## src/rtl/cache_pkg.sv

```systemverilog
// ============================================================================
// Module   : cache_pkg
// Brief    : Shared constants, types and helpers for the tag lookup slice.
// Revision : 1.0 - initial release
// ============================================================================
`default_nettype none

package cache_pkg;

  localparam int C_WAYS     = 4;
  localparam int C_SET_BITS = 6;
  localparam int C_TAG_BITS = 20;

  typedef logic [2:0]        plru_t;
  typedef logic [C_WAYS-1:0] way_vec_t;

  // Isolates the lowest set bit (two's-complement trick); zero in, zero out.
  function automatic way_vec_t onehot_lowest(input way_vec_t v);
    return v & (~v + way_vec_t'(1));
  endfunction

endpackage

`default_nettype wire

```

## src/rtl/plru_tree4.sv

```systemverilog
// ============================================================================
// Module   : plru_tree4
// Brief    : 4-way tree pseudo-LRU: victim from state bits, next state on access.
// Revision : 1.0 - initial release
// ============================================================================
`default_nettype none

module plru_tree4
  import cache_pkg::*;
(
  input  plru_t    i_bits,
  input  way_vec_t i_access,
  output way_vec_t o_victim,
  output plru_t    o_next
);

  // Bit 0 picks the half, bit 1 the way in the low half, bit 2 the way in the high half.
  always_comb begin
    o_victim = '0;
    case ({i_bits[0], i_bits[1], i_bits[2]})
      3'b000, 3'b001: o_victim = 4'b0001;
      3'b010, 3'b011: o_victim = 4'b0010;
      3'b100, 3'b110: o_victim = 4'b0100;
      default:        o_victim = 4'b1000;
    endcase
  end

  always_comb begin
    o_next = i_bits;
    if (i_access[0] || i_access[1]) begin
      o_next[0] = 1'b1;
      o_next[1] = i_access[0];
    end else if (i_access[2] || i_access[3]) begin
      o_next[0] = 1'b0;
      o_next[2] = i_access[2];
    end
  end

endmodule

`default_nettype wire

```

## src/rtl/tag_lookup.sv

```systemverilog
// ============================================================================
// Module   : tag_lookup
// Brief    : Two-stage tag compare with per-set valid bits, PLRU and victim select.
// Revision : 1.0 - initial release
// ============================================================================
`default_nettype none

module tag_lookup
  import cache_pkg::*;
#(
  parameter int WAYS     = C_WAYS,
  parameter int SETS     = 64,
  parameter int TAG_BITS = C_TAG_BITS
) (
  input  logic                    i_clk,
  input  logic                    i_rst,
  input  logic                    i_req_valid,
  output logic                    o_req_ready,
  input  logic [$clog2(SETS)-1:0] i_req_set,
  input  logic [TAG_BITS-1:0]     i_req_tag,
  output logic                    o_tag_rd_en,
  output logic [$clog2(SETS)-1:0] o_tag_rd_set,
  input  logic [TAG_BITS-1:0]     i_tag_rd_data [WAYS-1:0],
  output logic                    o_rsp_valid,
  input  logic                    i_rsp_ready,
  output logic [WAYS-1:0]         o_sel,
  output logic                    o_hit,
  output logic                    o_multi_hit,
  output logic [WAYS-1:0]         o_victim,
  input  logic                    i_fill_valid,
  input  logic [$clog2(SETS)-1:0] i_fill_set,
  input  logic [WAYS-1:0]         i_fill_way,
  input  logic                    i_inv_valid,
  input  logic [$clog2(SETS)-1:0] i_inv_set,
  input  logic [WAYS-1:0]         i_inv_way
);

  localparam int SET_BITS = $clog2(SETS);

  logic [WAYS-1:0]     r_valid [SETS];
  logic [WAYS-1:0]     w_valid_nxt [SETS];
  plru_t               r_plru [SETS];

  logic                r_s1_valid;
  logic [SET_BITS-1:0] r_s1_set;
  logic [TAG_BITS-1:0] r_s1_tag;

  logic                r_s2_valid;
  logic [SET_BITS-1:0] r_s2_set;
  logic [WAYS-1:0]     r_sel;
  logic                r_hit;
  logic                r_multi_hit;
  logic [WAYS-1:0]     r_victim;

  logic                w_req_ready;
  logic                w_accept;
  logic [WAYS-1:0]     w_row;
  logic [WAYS-1:0]     w_match;
  logic [WAYS-1:0]     w_sel;
  logic                w_multi;
  logic [WAYS-1:0]     w_victim;
  logic [WAYS-1:0]     w_plru_victim;
  logic                w_hit_upd;
  plru_t               w_hit_next;
  plru_t               w_fill_next;
  plru_t               w_rd_next_unused;
  logic [WAYS-1:0]     w_hit_victim_unused;
  logic [WAYS-1:0]     w_fill_victim_unused;

  // S1 always drains into S2 next cycle, so S2 must be free or draining now.
  assign w_req_ready  = !r_s1_valid && (!r_s2_valid || i_rsp_ready);
  assign w_accept     = i_req_valid && w_req_ready;
  assign o_req_ready  = w_req_ready;
  assign o_tag_rd_en  = w_accept;
  assign o_tag_rd_set = i_req_set;

  // ---------------------------------------------------------------- compare
  assign w_row = r_valid[r_s1_set];

  for (genvar w = 0; w < WAYS; w++) begin : g_match
    assign w_match[w] = w_row[w] && (i_tag_rd_data[w] == r_s1_tag);
  end

  assign w_sel    = onehot_lowest(w_match);
  assign w_multi  = |(w_match & (w_match - WAYS'(1)));
  assign w_victim = (&w_row) ? w_plru_victim : onehot_lowest(~w_row);

  plru_tree4 u_plru_rd (
    .i_bits   (r_plru[r_s1_set]),
    .i_access ('0),
    .o_victim (w_plru_victim),
    .o_next   (w_rd_next_unused)
  );

  // ---------------------------------------------------------------- PLRU update paths
  assign w_hit_upd = r_s2_valid && i_rsp_ready && r_hit;

  plru_tree4 u_plru_hit (
    .i_bits   (r_plru[r_s2_set]),
    .i_access (r_sel),
    .o_victim (w_hit_victim_unused),
    .o_next   (w_hit_next)
  );

  plru_tree4 u_plru_fill (
    .i_bits   (r_plru[i_fill_set]),
    .i_access (i_fill_way),
    .o_victim (w_fill_victim_unused),
    .o_next   (w_fill_next)
  );

  // ---------------------------------------------------------------- pipeline
  always_ff @(posedge i_clk or posedge i_rst) begin
    if (i_rst) begin
      r_s1_valid <= 1'b0;
      r_s1_set   <= '0;
      r_s1_tag   <= '0;
    end else begin
      r_s1_valid <= w_accept;
      if (w_accept) begin
        r_s1_set <= i_req_set;
        r_s1_tag <= i_req_tag;
      end
    end
  end

  always_ff @(posedge i_clk or posedge i_rst) begin
    if (i_rst) begin
      r_s2_valid  <= 1'b0;
      r_s2_set    <= '0;
      r_sel       <= '0;
      r_hit       <= 1'b0;
      r_multi_hit <= 1'b0;
      r_victim    <= WAYS'(1);
    end else if (r_s1_valid) begin
      r_s2_valid  <= 1'b1;
      r_s2_set    <= r_s1_set;
      r_sel       <= w_sel;
      r_hit       <= |w_match;
      r_multi_hit <= w_multi;
      r_victim    <= w_victim;
    end else if (i_rsp_ready) begin
      r_s2_valid  <= 1'b0;
    end
  end

  assign o_rsp_valid = r_s2_valid;
  assign o_sel       = r_sel;
  assign o_hit       = r_hit;
  assign o_multi_hit = r_multi_hit;
  assign o_victim    = r_victim;

  // ---------------------------------------------------------------- valid bits
  // Invalidate is applied after fill so it wins on a same-set/way collision.
  always_comb begin
    for (int s = 0; s < SETS; s++) begin
      w_valid_nxt[s] = r_valid[s];
      if (i_fill_valid && (i_fill_set == SET_BITS'(s)))
        w_valid_nxt[s] = w_valid_nxt[s] | i_fill_way;
      if (i_inv_valid && (i_inv_set == SET_BITS'(s)))
        w_valid_nxt[s] = w_valid_nxt[s] & ~i_inv_way;
    end
  end

  always_ff @(posedge i_clk or posedge i_rst) begin
    if (i_rst) begin
      for (int s = 0; s < SETS; s++) r_valid[s] <= '0;
    end else begin
      for (int s = 0; s < SETS; s++) r_valid[s] <= w_valid_nxt[s];
    end
  end

  // Fill is written last so it overrides a hit update to the same set.
  always_ff @(posedge i_clk or posedge i_rst) begin
    if (i_rst) begin
      for (int s = 0; s < SETS; s++) r_plru[s] <= '0;
    end else begin
      if (w_hit_upd)    r_plru[r_s2_set]   <= w_hit_next;
      if (i_fill_valid) r_plru[i_fill_set] <= w_fill_next;
    end
  end

endmodule

`default_nettype wire

```

## config.mk

```make
export PLATFORM = sky130hd
export DESIGN_NAME = tag_lookup
export DESIGN_NICKNAME = d
export VERILOG_FILES = /design/src/rtl/cache_pkg.sv /design/src/rtl/plru_tree4.sv /design/src/rtl/tag_lookup.sv
export SDC_FILE = /design/constraint.sdc
export NUM_CORES = 2
export LEC_CHECK = 0
export CORE_MARGIN = 3
export CORE_UTILIZATION = 38
export CTS_CLUSTER_DIAMETER = 30
export CTS_CLUSTER_SIZE = 10
export DETAILED_ROUTE_END_ITERATION = 8
export PLACE_DENSITY_LB_ADDON = 0.25
export SYNTH_ARGS = -nofsm -noshare
export SYNTH_HDL_FRONTEND = slang
export SYNTH_SLANG_ARGS = --single-unit
```

## constraint.sdc

```tcl
create_clock -name i_clk -period 18.3 [get_ports i_clk]
set_input_delay 3.66 -clock i_clk [delete_from_list [all_inputs] [get_ports i_clk]]
set_output_delay 3.66 -clock i_clk [all_outputs]
set_load 0.01 [all_outputs]
```

==> out/results.ini <==
[timing]
finalCritPeriodShare=0.505
rsz0062_at_grt=false
period_minus_slack_ns=9.25
fmax_ghz=0.108
drv_slew=0
finalSetupTns_ns=0
setup_viol=0
skew_ns=0.0390
tightest_slew_ns=1.38
slew_headroom=0.0756
hold_violations=0

[placement]
placed_area_um2=30500
dp_hpwl_um=73200
io_buffer_count=150
gp_congestion=0.951

[routing]
drt_wl_total_um=111000
wl_per_cell_um=28.5
drt_iter0_drc=3566
drtAntennaViolNets=0
vias=25200
first_pass_iters=7
drc=0
vias_per_cell=6.50

[floorplan]
die_w_um=279
start_util=0.386
row_count=99
dieArea_um2=78100
fp.dieH_um=279
core_area_um2=73600
io_pins=151

[final_layout]
fin_area_um2=34200
syn_to_final_growth_pct=20.5
fill_cells=6728
diodes=0
fin_nets=2961
drive_gt1_frac=0.169

[logic_synthesis]
synth_cell_types=58
syn_area_um2=28400
synth.area.top_cells=dfrtp_1 43%, mux4_2 14%, a21oi_1 9.3%
synth_top_area_frac=0.432
synthArstFlopShare=1.00
synth_warnings=0
ys_ff_latch=492
netlist_instances=2755
synth-seq-area-share=0.433
synth-main-ff-cell=dfrtp_1
syn_nets=2887
yosys.area.top_type=dfrtp_1
synth.avg_cell_area_um2=10.3
synth_edf_count=0

[cts]
cts_hold_buf=0
clock_latency_ns=0.69
cts_buffers=110
ctsResizeCount=0
clk_path_buf_depth=3
h-tree-depth=3
cts_tree=built
clk_pin_slew_worst_paths_ns=0.05
cts_root_buffer=clkbuf_16
cts_setup_buffers=0
cts_sinks=492

[critical_path]
cp_data_arrival_time_ns=5.59
cp_data_required_time_ns=14.64
start_kind=input pin
crit_start=i_rsp_ready
path_class=in -> out
r2r-start=r_s1_set[0]
end_kind=output port
cp_max_fo=29

[grt]
first_global_vias=24800
grt_pass1_wl_um=164000
grt_max_degree=175
track_usage=0.279
overflow=0
antenna_found_initial=0

[worst_hold_path]
min_from=o_victim[0]
hold_path.class=reg -> reg

[power_and_ir_drop]
powerDensity_nw_per_um2=141
p_leak_nw=13.2
ir_drop_mv=0.0795

[outcome]
status=complete, no violations

[job]
maxCapViolCount=0

==> cells in the final DEF (no fill, tap or decap), types with 56 or more instances in the layout <==
cell,n
o21ai_0,121
clkbuf_16,110
dfrtp_1,488
mux4_2,177
mux2i_1,176
clkdlybuf4s50_1,140
a21oi_1,525
nor2_1,269
nand2_1,190
o31ai_1,56
a22oi_1,91
==> final cells by class <==
class | instances | area (µm²) | area share
repair buffers | 198 | 1830 | 0.0534
well taps | 959 | 1200 | 0.0350
multi-input cells | 2013 | 15100 | 0.441
clock inverters | 58 | 641 | 0.0187
inverters | 14 | 60.1 | 0.00175
clock buffers | 150 | 3080 | 0.0900
flip-flops and latches | 492 | 12300 | 0.360
==> flip-flops by register name (all words and copies together) (netlist names) <==
signal,cells
o_hit,1
o_multi_hit,1
o_rsp_valid,1
o_sel,4
o_victim,4
r_plru,192
r_s1_set,6
r_s1_tag,20
r_s1_valid,1
r_s2_set,6
r_valid,256
==> final timing paths <==
check / cells after the start / endpoint / slack [ns]
min in group asynchronous: 2 / r_valid[130] / 3.56
worst min register to register: 2 / o_victim[0] / 0.50
worst min-delay path: 2 / o_victim[0] / 0.50
worst max-delay path: 6 / o_tag_rd_en / 9.05
max in group asynchronous: 4 / r_plru[176] / 12.28
worst max register to register: 10 / o_hit / 13.56
==> critical path, cell delays in order <==
cell	delay, ns
clkdlybuf4s50_1	0.49
inv_1	0.05
a21oi_1	0.22
and2_1	0.16
buf_4	0.37
clkdlybuf4s50_1	0.62
==> report_power, final <==
part / switching [mW] / internal, mW / total [mW]
clock network: 0.665 / 1.28 / 1.95
logic: 0.747 / 0.564 / 1.31
registers: 0.270 / 1.31 / 1.58
total: 1.68 / 3.16 / 4.84
==> Yosys cell counts, drive strengths merged (54+ instances only) <==
cell type,count
clkbuf,147
o21ai,139
nor2,270
buf,89
a21oi,526
a211o,54
nand2,191
dfrtp,491
mux2i,176
a22oi,92
o31ai,56
mux4,177
==> per-layer routing <==
| layer | routed length, µm | part of all wire | global-route usage |
|---|---|---|---|
| met3 | 13500 | 0.12 | 0.0968 |
| met1 | 43900 | 0.40 | 0.377 |
| met5 | 0 | 0 | 0 |
| met2 | 47900 | 0.43 | 0.403 |
| met4 | 5560 | 0.050 | 0.128 |
==> through the flow <==
stage                     std cells  utilization  setup slack [ns]  power (mW)  hold slack, ns
after CTS                      3884        0.465              9.03        4.82           0.506
after detailed placement       3676        0.415              9.03        2.86           0.500
after floorplan                2755            -             0.909        2.41           0.486
final                          3884        0.465              9.05        4.84           0.500
after global routing           3884        0.465              8.93        5.02           0.532
after global placement         3676        0.415              9.01        2.82           0.494
==> cell families (layout without fill, tap and decap cells) <==
| family | after synthesis | count (layout) | share of synthesized area |
|---|---|---|---|
| compound gates | 936 | 936 | 0.193 |
| xor+xnor | 80 | 80 | 0.0247 |
| buf+inv | 250 | 420 | 0.0383 |
| flops | 492 | 492 | 0.433 |
| mux | 395 | 395 | 0.219 |
| simple gates | 602 | 602 | 0.0919 |
Power figures use the tool's default switching activity.
